## src/rtl/mini_cpu_pkg.sv

```systemverilog
// Shared constants for the mini CPU: opcodes, LCD command bytes, character
// codes, timing values and small conversion helpers.
package mini_cpu_pkg;

   typedef enum logic [2:0] {
      OP_LOAD  = 3'b000,
      OP_ADD   = 3'b001,
      OP_ADDI  = 3'b010,
      OP_SUB   = 3'b011,
      OP_SUBI  = 3'b100,
      OP_MUL   = 3'b101,
      OP_CLEAR = 3'b110,
      OP_DPL   = 3'b111
   } opcode_e;

   typedef enum logic [1:0] {
      ST_PWRWAIT = 2'd0,
      ST_INIT    = 2'd1,
      ST_IDLE    = 2'd2,
      ST_SEND    = 2'd3
   } lcd_state_e;

   localparam logic [7:0] CMD_FUNC    = 8'h38;
   localparam logic [7:0] CMD_DISP_ON = 8'h0C;
   localparam logic [7:0] CMD_ENTRY   = 8'h06;
   localparam logic [7:0] CMD_CLEAR   = 8'h01;
   localparam logic [7:0] CMD_LINE1   = 8'h80;
   localparam logic [7:0] CMD_LINE2   = 8'hC0;

   localparam logic [7:0] CH_SPACE = 8'h20;
   localparam logic [7:0] CH_LBR   = 8'h5B;
   localparam logic [7:0] CH_RBR   = 8'h5D;
   localparam logic [7:0] CH_PLUS  = 8'h2B;
   localparam logic [7:0] CH_MINUS = 8'h2D;
   localparam logic [3:0] CH_DIGIT_HI = 4'h3;

   localparam logic [39:0] MN_LOAD  = "LOAD ";
   localparam logic [39:0] MN_ADD   = "ADD  ";
   localparam logic [39:0] MN_ADDI  = "ADDI ";
   localparam logic [39:0] MN_SUB   = "SUB  ";
   localparam logic [39:0] MN_SUBI  = "SUBI ";
   localparam logic [39:0] MN_MUL   = "MUL  ";
   localparam logic [39:0] MN_CLEAR = "CLEAR";
   localparam logic [39:0] MN_DPL   = "DPL  ";

   localparam logic [20:0] T_PWR_SLOW  = 21'd1000000;
   localparam logic [20:0] T_EN_SLOW   = 21'd12;
   localparam logic [20:0] T_BYTE_SLOW = 21'd2500;
   localparam logic [20:0] T_CLR_SLOW  = 21'd100000;
   localparam logic [20:0] T_PWR_FAST  = 21'd16;
   localparam logic [20:0] T_EN_FAST   = 21'd2;
   localparam logic [20:0] T_BYTE_FAST = 21'd4;
   localparam logic [20:0] T_CLR_FAST  = 21'd8;

   function automatic logic [7:0] mnem_char(input opcode_e op, input logic [2:0] pos);
      logic [39:0] s;
      case (op)
         OP_LOAD:  s = MN_LOAD;
         OP_ADD:   s = MN_ADD;
         OP_ADDI:  s = MN_ADDI;
         OP_SUB:   s = MN_SUB;
         OP_SUBI:  s = MN_SUBI;
         OP_MUL:   s = MN_MUL;
         OP_CLEAR: s = MN_CLEAR;
         OP_DPL:   s = MN_DPL;
         default:  s = MN_DPL;
      endcase
      s = s << {pos, 3'b000};
      return s[39:32];
   endfunction

   // Double-dabble: five BCD digits are enough for magnitudes up to 32768.
   function automatic logic [19:0] bin2bcd(input logic [15:0] bin);
      logic [19:0] bcd;
      bcd = 20'h00000;
      for (int i = 15; i >= 0; i--) begin
         for (int d = 0; d < 5; d++) begin
            bcd[4*d +: 4] = (bcd[4*d +: 4] > 4'd4) ? (bcd[4*d +: 4] + 4'd3) : bcd[4*d +: 4];
         end
         bcd = {bcd[18:0], bin[i]};
      end
      return bcd;
   endfunction

endpackage

```

## src/rtl/mini_cpu_lcd.sv

```systemverilog
// HD44780 8-bit write-only driver: power-up wait, init sequence, and a
// two-line refresh rendered from a snapshot of the last executed instruction.
module mini_cpu_lcd
   import mini_cpu_pkg::*;
#(
   parameter bit FAST_SIM = 1'b0
) (
   input  logic        clk,
   input  logic        rst_n,
   input  logic        power_i,
   input  logic        refresh_i,
   input  opcode_e     op_i,
   input  logic [3:0]  rd_i,
   input  logic [15:0] val_i,
   output logic        lcd_rs_o,
   output logic        lcd_en_o,
   output logic [7:0]  lcd_data_o
);

   localparam logic [20:0] T_PWR_C  = FAST_SIM ? T_PWR_FAST  : T_PWR_SLOW;
   localparam logic [20:0] T_EN_C   = FAST_SIM ? T_EN_FAST   : T_EN_SLOW;
   localparam logic [20:0] T_BYTE_C = FAST_SIM ? T_BYTE_FAST : T_BYTE_SLOW;
   localparam logic [20:0] T_CLR_C  = FAST_SIM ? T_CLR_FAST  : T_CLR_SLOW;

   lcd_state_e  state_q, state_d;
   logic [20:0] ph_q, ph_d;
   logic [5:0]  idx_q, idx_d;
   logic        pending_q, pending_d;
   logic        power_prev_q;
   opcode_e     snap_op_q, snap_op_d;
   logic [3:0]  snap_rd_q, snap_rd_d;
   logic [15:0] snap_val_q, snap_val_d;
   logic        rs_q, rs_d, en_q, en_d;
   logic [7:0]  data_q, data_d;

   logic [7:0]  byte_s;
   logic        rs_s;
   logic [3:0]  pos_s;
   logic [15:0] mag_s;
   logic [19:0] bcd_s;
   logic [20:0] len_s;
   logic [5:0]  last_s;
   logic        pwr_rise_s;
   logic        en_win_s;

   assign mag_s      = snap_val_q[15] ? (~snap_val_q + 16'd1) : snap_val_q;
   assign bcd_s      = bin2bcd(mag_s);
   assign pwr_rise_s = power_i & ~power_prev_q;
   assign en_win_s   = (ph_q >= 21'd1) && (ph_q <= T_EN_C);
   assign last_s     = (state_q == ST_INIT) ? 6'd3 : 6'd33;
   assign len_s      = ((state_q == ST_INIT) && (idx_q == 6'd3)) ? T_CLR_C : T_BYTE_C;

   // Byte selection: idx 0 and 17 are cursor commands, the rest are characters.
   always_comb begin
      byte_s = CH_SPACE;
      rs_s   = 1'b1;
      pos_s  = 4'd0;
      if (state_q == ST_INIT) begin
         rs_s = 1'b0;
         case (idx_q[1:0])
            2'd0:    byte_s = CMD_FUNC;
            2'd1:    byte_s = CMD_DISP_ON;
            2'd2:    byte_s = CMD_ENTRY;
            default: byte_s = CMD_CLEAR;
         endcase
      end else if (idx_q == 6'd0) begin
         rs_s   = 1'b0;
         byte_s = CMD_LINE1;
      end else if (idx_q == 6'd17) begin
         rs_s   = 1'b0;
         byte_s = CMD_LINE2;
      end else if (idx_q < 6'd17) begin
         pos_s = 4'(idx_q - 6'd1);
         case (pos_s)
            4'd0, 4'd1, 4'd2, 4'd3, 4'd4: byte_s = mnem_char(snap_op_q, pos_s[2:0]);
            4'd6:    byte_s = CH_LBR;
            4'd7:    byte_s = {7'b0011000, snap_rd_q[3]};
            4'd8:    byte_s = {7'b0011000, snap_rd_q[2]};
            4'd9:    byte_s = {7'b0011000, snap_rd_q[1]};
            4'd10:   byte_s = {7'b0011000, snap_rd_q[0]};
            4'd11:   byte_s = CH_RBR;
            default: byte_s = CH_SPACE;
         endcase
      end else begin
         pos_s = 4'(idx_q - 6'd18);
         case (pos_s)
            4'd10:   byte_s = snap_val_q[15] ? CH_MINUS : CH_PLUS;
            4'd11:   byte_s = {CH_DIGIT_HI, bcd_s[19:16]};
            4'd12:   byte_s = {CH_DIGIT_HI, bcd_s[15:12]};
            4'd13:   byte_s = {CH_DIGIT_HI, bcd_s[11:8]};
            4'd14:   byte_s = {CH_DIGIT_HI, bcd_s[7:4]};
            4'd15:   byte_s = {CH_DIGIT_HI, bcd_s[3:0]};
            default: byte_s = CH_SPACE;
         endcase
      end
   end

   // Next-state: power gating first, then the per-byte phase counter.
   always_comb begin
      state_d    = state_q;
      ph_d       = ph_q;
      idx_d      = idx_q;
      pending_d  = pending_q;
      snap_op_d  = snap_op_q;
      snap_rd_d  = snap_rd_q;
      snap_val_d = snap_val_q;
      rs_d       = rs_q;
      data_d     = data_q;
      en_d       = 1'b0;
      if (!power_i) begin
         state_d   = ST_IDLE;
         ph_d      = 21'd0;
         idx_d     = 6'd0;
         pending_d = 1'b0;
      end else if (pwr_rise_s) begin
         state_d   = ST_PWRWAIT;
         ph_d      = 21'd0;
         idx_d     = 6'd0;
         pending_d = refresh_i;
      end else begin
         if (refresh_i && (state_q != ST_IDLE)) begin
            pending_d = 1'b1;
         end else begin
            pending_d = pending_q;
         end
         case (state_q)
            ST_PWRWAIT: begin
               if (ph_q == T_PWR_C - 21'd1) begin
                  state_d = ST_INIT;
                  ph_d    = 21'd0;
                  idx_d   = 6'd0;
               end else begin
                  ph_d = ph_q + 21'd1;
               end
            end
            ST_INIT, ST_SEND: begin
               rs_d   = rs_s;
               data_d = byte_s;
               en_d   = en_win_s;
               if (ph_q == len_s - 21'd1) begin
                  ph_d = 21'd0;
                  if (idx_q == last_s) begin
                     state_d = ST_IDLE;
                     idx_d   = 6'd0;
                  end else begin
                     idx_d = idx_q + 6'd1;
                  end
               end else begin
                  ph_d = ph_q + 21'd1;
               end
            end
            ST_IDLE: begin
               if (refresh_i || pending_q) begin
                  state_d    = ST_SEND;
                  pending_d  = 1'b0;
                  snap_op_d  = op_i;
                  snap_rd_d  = rd_i;
                  snap_val_d = val_i;
                  ph_d       = 21'd0;
                  idx_d      = 6'd0;
               end else begin
                  state_d = ST_IDLE;
               end
            end
            default: begin
               state_d = ST_PWRWAIT;
               ph_d    = 21'd0;
               idx_d   = 6'd0;
            end
         endcase
      end
   end

   // State and registered LCD outputs; reset aborts any transfer at once.
   always_ff @(posedge clk or negedge rst_n) begin
      if (!rst_n) begin
         state_q      <= ST_PWRWAIT;
         ph_q         <= 21'd0;
         idx_q        <= 6'd0;
         pending_q    <= 1'b0;
         power_prev_q <= 1'b0;
         snap_op_q    <= OP_LOAD;
         snap_rd_q    <= 4'd0;
         snap_val_q   <= 16'h0000;
         rs_q         <= 1'b0;
         en_q         <= 1'b0;
         data_q       <= 8'h00;
      end else begin
         state_q      <= state_d;
         ph_q         <= ph_d;
         idx_q        <= idx_d;
         pending_q    <= pending_d;
         power_prev_q <= power_i;
         snap_op_q    <= snap_op_d;
         snap_rd_q    <= snap_rd_d;
         snap_val_q   <= snap_val_d;
         rs_q         <= rs_d;
         en_q         <= en_d;
         data_q       <= data_d;
      end
   end

   assign lcd_rs_o   = rs_q;
   assign lcd_en_o   = en_q;
   assign lcd_data_o = data_q;

endmodule

```

## src/rtl/mini_cpu.sv

```systemverilog
// Board top: button synchronizer, instruction decode, 16x16 register file
// and ALU; every executed instruction triggers an LCD refresh.
module mini_cpu
   import mini_cpu_pkg::*;
#(
   parameter bit FAST_SIM = 1'b0
) (
   input  logic        clk,
   input  logic        reset_n,
   input  logic        power_on,
   input  logic        btn_enviar,
   input  logic [17:0] instrucao,
   output logic        LCD_RS,
   output logic        LCD_EN,
   output logic        LCD_RW,
   output logic [7:0]  LCD_DATA,
   output logic        LCD_ON,
   output logic        LCD_BLON
);

   logic        power_q;
   logic        btn_meta_q, btn_sync_q, btn_prev_q;
   logic [15:0] regs_q [16];
   logic        refresh_q;
   opcode_e     snap_op_q;
   logic [3:0]  snap_rd_q;
   logic [15:0] snap_val_q;

   opcode_e     op_s;
   logic [3:0]  rd_s, rs1_s, rs2_s;
   logic [15:0] imm_s, a_s, b_s, mul_s, result_s;
   logic        wr_s, exec_s;

   assign op_s   = opcode_e'(instrucao[17:15]);
   assign rd_s   = instrucao[14:11];
   assign rs1_s  = instrucao[10:7];
   assign rs2_s  = instrucao[3:0];
   assign imm_s  = instrucao[6] ? (16'h0000 - {10'd0, instrucao[5:0]}) : {10'd0, instrucao[5:0]};
   assign a_s    = regs_q[rs1_s];
   assign b_s    = regs_q[rs2_s];
   assign mul_s  = a_s * b_s;
   assign exec_s = btn_sync_q & ~btn_prev_q & power_q;

   // ALU; the result doubles as the post-execution Rd value shown on the LCD.
   always_comb begin
      result_s = 16'h0000;
      wr_s     = 1'b1;
      case (op_s)
         OP_LOAD:  result_s = imm_s;
         OP_ADD:   result_s = a_s + b_s;
         OP_ADDI:  result_s = a_s + imm_s;
         OP_SUB:   result_s = a_s - b_s;
         OP_SUBI:  result_s = a_s - imm_s;
         OP_MUL:   result_s = mul_s;
         OP_CLEAR: wr_s     = 1'b0;
         OP_DPL: begin
            result_s = regs_q[rd_s];
            wr_s     = 1'b0;
         end
         default:  wr_s     = 1'b0;
      endcase
   end

   // Power level, button synchronizer/edge history and refresh snapshot.
   always_ff @(posedge clk or negedge reset_n) begin
      if (!reset_n) begin
         power_q    <= 1'b0;
         btn_meta_q <= 1'b0;
         btn_sync_q <= 1'b0;
         btn_prev_q <= 1'b0;
         refresh_q  <= 1'b0;
         snap_op_q  <= OP_LOAD;
         snap_rd_q  <= 4'd0;
         snap_val_q <= 16'h0000;
      end else begin
         power_q    <= power_on;
         btn_meta_q <= btn_enviar;
         btn_sync_q <= btn_meta_q;
         btn_prev_q <= btn_sync_q;
         refresh_q  <= exec_s;
         if (exec_s) begin
            snap_op_q  <= op_s;
            snap_rd_q  <= rd_s;
            snap_val_q <= result_s;
         end
      end
   end

   // Register file; held at zero whenever the panel is powered off.
   always_ff @(posedge clk or negedge reset_n) begin
      if (!reset_n) begin
         for (int i = 0; i < 16; i++) begin
            regs_q[i] <= 16'h0000;
         end
      end else if (!power_q || (exec_s && (op_s == OP_CLEAR))) begin
         for (int i = 0; i < 16; i++) begin
            regs_q[i] <= 16'h0000;
         end
      end else if (exec_s && wr_s) begin
         regs_q[rd_s] <= result_s;
      end
   end

   mini_cpu_lcd #(
      .FAST_SIM (FAST_SIM)
   ) u_lcd (
      .clk        (clk),
      .rst_n      (reset_n),
      .power_i    (power_q),
      .refresh_i  (refresh_q),
      .op_i       (snap_op_q),
      .rd_i       (snap_rd_q),
      .val_i      (snap_val_q),
      .lcd_rs_o   (LCD_RS),
      .lcd_en_o   (LCD_EN),
      .lcd_data_o (LCD_DATA)
   );

   assign LCD_RW   = 1'b0;
   assign LCD_ON   = power_q;
   assign LCD_BLON = power_q;

endmodule

```

## config.mk

```make
export PLATFORM = sky130hd
export DESIGN_NAME = mini_cpu
export DESIGN_NICKNAME = d
export VERILOG_FILES = /design/src/rtl/mini_cpu_pkg.sv /design/src/rtl/mini_cpu_lcd.sv /design/src/rtl/mini_cpu.sv
export SDC_FILE = /design/constraint.sdc
export NUM_CORES = 1
export LEC_CHECK = 0
export CAP_MARGIN = 30
export CORE_AREA = 10 10 279 281
export CTS_CLUSTER_DIAMETER = 100
export DETAILED_ROUTE_END_ITERATION = 10
export DIE_AREA = 0 0 289 291
export PLACE_DENSITY_LB_ADDON = 0.25
export SETUP_SLACK_MARGIN = 0.3
export SYNTH_ARGS = -nofsm -noshare
export SYNTH_HDL_FRONTEND = slang
export SYNTH_SLANG_ARGS = --single-unit
```

## constraint.sdc

```tcl
create_clock -name clk -period 12.7 [get_ports clk]
set_input_delay 3.81 -clock clk [delete_from_list [all_inputs] [get_ports clk]]
set_output_delay 3.81 -clock clk [all_outputs]
set_load 0.02 [all_outputs]
```

==> impl_metrics.py <==
metrics = {
    "drt": {
        "drcViolationCount": 0,
        "vias_per_cell": 6.32,
        "firstDrtPassIters": 5,
        "via_count": 28000,
        "drtAntennaViolNets": 0,
        "wl_per_cell_um": 22.0,
        "drt_iter0_drc": 2744,
        "routed_wl_um": 97600,
    },
    "setup_path": {
        "cpPeakStageDelay_ps": 610,
        "critPathMaxFanout": 15,
        "start_kind": "flop",
        "cpLargestDelayFamily": "simple AND/OR/NAND/NOR gates",
        "cp.arrival_ps": 12290,
        "cpMaxStageDelayCell": "or4_4",
        "cp_data_required_time_ps": 13170,
        "end_kind": "flop",
        "critPathKind": "flop to flop",
        "crit_buf_inv": 6,
        "critical_path.most_common_cell": "inv_1",
    },
    "floorplanning": {
        "core_area_um2": 72300,
        "die_w_um": 289,
        "design.die.area_um2": 84100,
        "ioPinCount": 35,
        "rows": 99,
        "fp.dieH_um": 291,
        "start_util_pct": 44.6,
    },
    "place": {
        "io_buffers": 33,
        "dp_hpwl_um": 65700,
        "place_congestion": 0.874,
    },
    "cts": {
        "cts-root-buf": "clkbuf_16",
        "cts_hold_buf": 0,
        "cts_sinks": 348,
        "clk_pin_slew_ps": 60,
        "cts_made_buffers": 38,
        "ctsHtreeMaxLevel": 2,
        "clock_path_buffers": 3,
        "cts_tree": "done",
        "clock_latency_ps": 560,
    },
    "yosys": {
        "ys_seq_area_share_pct": 27.0,
        "synthAdderAreaFrac_pct": 10.1,
        "muxShareOfSynthArea_pct": 17.9,
        "yosys.area_share.simple_pct": 16.7,
        "synth-seq-cells": 348,
        "async_reset_ff_share_pct": 100,
        "synth_xor_area_share_pct": 3.91,
        "synth_edf_count": 0,
        "synth_area_um2": 32300,
        "yosys_warnings": 0,
        "synth_area_per_cell_um2": 9.26,
        "synth_cells": 3488,
        "synth_compound_area_share_pct": 19.3,
        "synth_cell_types": 125,
        "ys.flop_type": "dfrtp_1",
        "synthesis.nets": 3722,
        "synth_top_family_by_area": "compound AO/OA/AOI/OAI gates",
    },
    "finish": {
        "syn2layout_area_growth_pct": 10.4,
        "final_common_cell": "o21ai_0",
        "most-common-layout-cells": "423 x o21ai_0, 347 x dfrtp_1, 319 x nand3_1",
        "nNetsFinal": 3680,
        "layout-drive-gt1-share_pct": 17.2,
        "antenna_cells": 0,
    },
    "grt": {
        "grt_max_degree": 175,
        "grt_overflow_total": 0,
        "grt_antenna_before_repair": 2,
        "grt_pass1_vias": 26600,
        "grt_pass1_wl_um": 155000,
        "grtUsageTotal_pct": 22.7,
    },
    "outcome": {
        "outcome": "finished clean",
    },
    "hold_path": {
        "hp-class": "flop to flop",
    },
    "timing": {
        "worstMarginPinSlew_ps": 1020,
        "relSlewSlack_pct": 32.3,
        "min_period_ps": 11810,
        "finalSetupViolCount": 0,
        "hold_slack_ps": 370,
        "finalCritPeriodShare_pct": 93.0,
        "skew_ps": 34.9,
        "rsz0062_at_grt": "false",
        "max_freq_mhz": 84.6,
        "final_max_slew_viol_count": 0,
        "hold_violations": 0,
    },
    "run": {
        "drv_cap": 0,
    },
}
-- logic make-up (layout without fill, tap and decap cells) --
| group | Yosys count | in the layout |
|---|---|---|
| XOR/XNOR | 129 | 129 |
| adder cells (fa/ha/maj) | 213 | 213 |
| buffers and inverters | 431 | 414 |
| other | 1 | 1 |
| flip-flops | 348 | 348 |
| multiplexers | 328 | 328 |
| AND/OR/NAND/NOR | 1077 | 1077 |
| AO/OA/AOI/OAI | 961 | 961 |
-- stage by stage --
stage	util, %	setup slack (ps)	instance area, um^2	setup TNS [ps]	cells
after floorplan	-	352	32300	0	3488
after global placement	46.7	169	33800	0	4338
after detailed placement	46.8	-166	33800	-402	4341
after CTS	48.6	305	35200	0	4408
after global routing	49.3	120	35600	0	4430
final	49.3	885	35600	0	4430
-- layout make-up --
cell class / count / area [um^2]
multi-input combinational: 2709 / 22300
sequential: 348 / 8710
tap: 959 / 1200
inverter: 169 / 638
fill: 6805 / 36700
clock buffer: 55 / 1120
timing repair buffer: 180 / 1510
clock inverter: 10 / 129
-- sequential cells by signal (all words and copies together), names as in the netlist, 3 cells and up --
signal and cells:
regs_q 256, snap_op_q 3, snap_rd_q 4, snap_val_q 16, u_lcd.idx_q 6, u_lcd.lcd_data_o 8
u_lcd.ph_q 21, u_lcd.snap_op_q 3, u_lcd.snap_rd_q 4, u_lcd.snap_val_q 16
-- path summary, 6_finish.rpt --
check / startpoint / to / slack (ps) / cells after the start
max in group asynchronous: reset_n / u_lcd.snap_val_q[9] / 7800 / 2
min in group asynchronous: reset_n / regs_q[91] / 3370 / 1
setup / recovery: u_lcd.snap_val_q[9] / u_lcd.lcd_data_o[3] / 890 / 48
hold / removal: btn_meta_q / btn_sync_q / 370 / 0
hold reg to reg: btn_meta_q / btn_sync_q / 370 / 0
setup reg to reg: u_lcd.snap_val_q[9] / u_lcd.lcd_data_o[3] / 890 / 48
-- layer usage --
metal | track usage (%) | wire (um) | up-vias | share of wire [%]
met5 | 0 | 12 | - | 0.012
met4 | 5.31 | 2070 | 2 | 2.1
met3 | 3.51 | 7460 | 132 | 7.6
met2 | 35.2 | 44600 | 996 | 46
met1 | 32.9 | 43400 | 13900 | 45
li1 | - | - | 12900 | -
-- cell usage after synthesis, drive strengths merged, types with 11 or more instances --
cell,count,share of area (%)
a211o,11,0.30
a211oi,22,0.56
a21o,36,0.84
a21oi,119,1.9
a221oi,38,1.1
a22oi,23,0.58
a31oi,24,0.47
a32oi,11,0.32
and2,73,1.4
and3,37,0.73
buf,48,0.69
clkbuf,214,2.5
dfrtp,348,27
fa,81,5.0
ha,131,5.1
inv,167,1.9
mux2,41,1.4
mux2i,94,3.0
mux4,193,13
nand2,293,3.4
nand2b,20,0.39
nand3,322,5.0
nand4,22,0.43
nor2,131,1.5
nor2b,30,0.58
nor3,54,0.90
nor3b,13,0.30
nor4,15,0.31
o211ai,24,0.65
o21a,21,0.49
o21ai,450,7.0
o21bai,12,0.28
o221ai,13,0.37
o22ai,17,0.35
o31ai,26,0.62
or2,12,0.23
or3,14,0.27
xnor2,80,2.3
xor2,44,1.2
-- repair_timing --
| item | in CTS | in global routing |
|---|---|---|
| setup buffers | 2 | 21 |
| gates resized for setup | 12 | 67 |
| setup endpoints to repair | 4 | 4 |
| pin swaps | 3 | 25 |
Power is not shown: default switching activity piles up to over one toggle a cycle in this logic, so the estimate is an artifact.
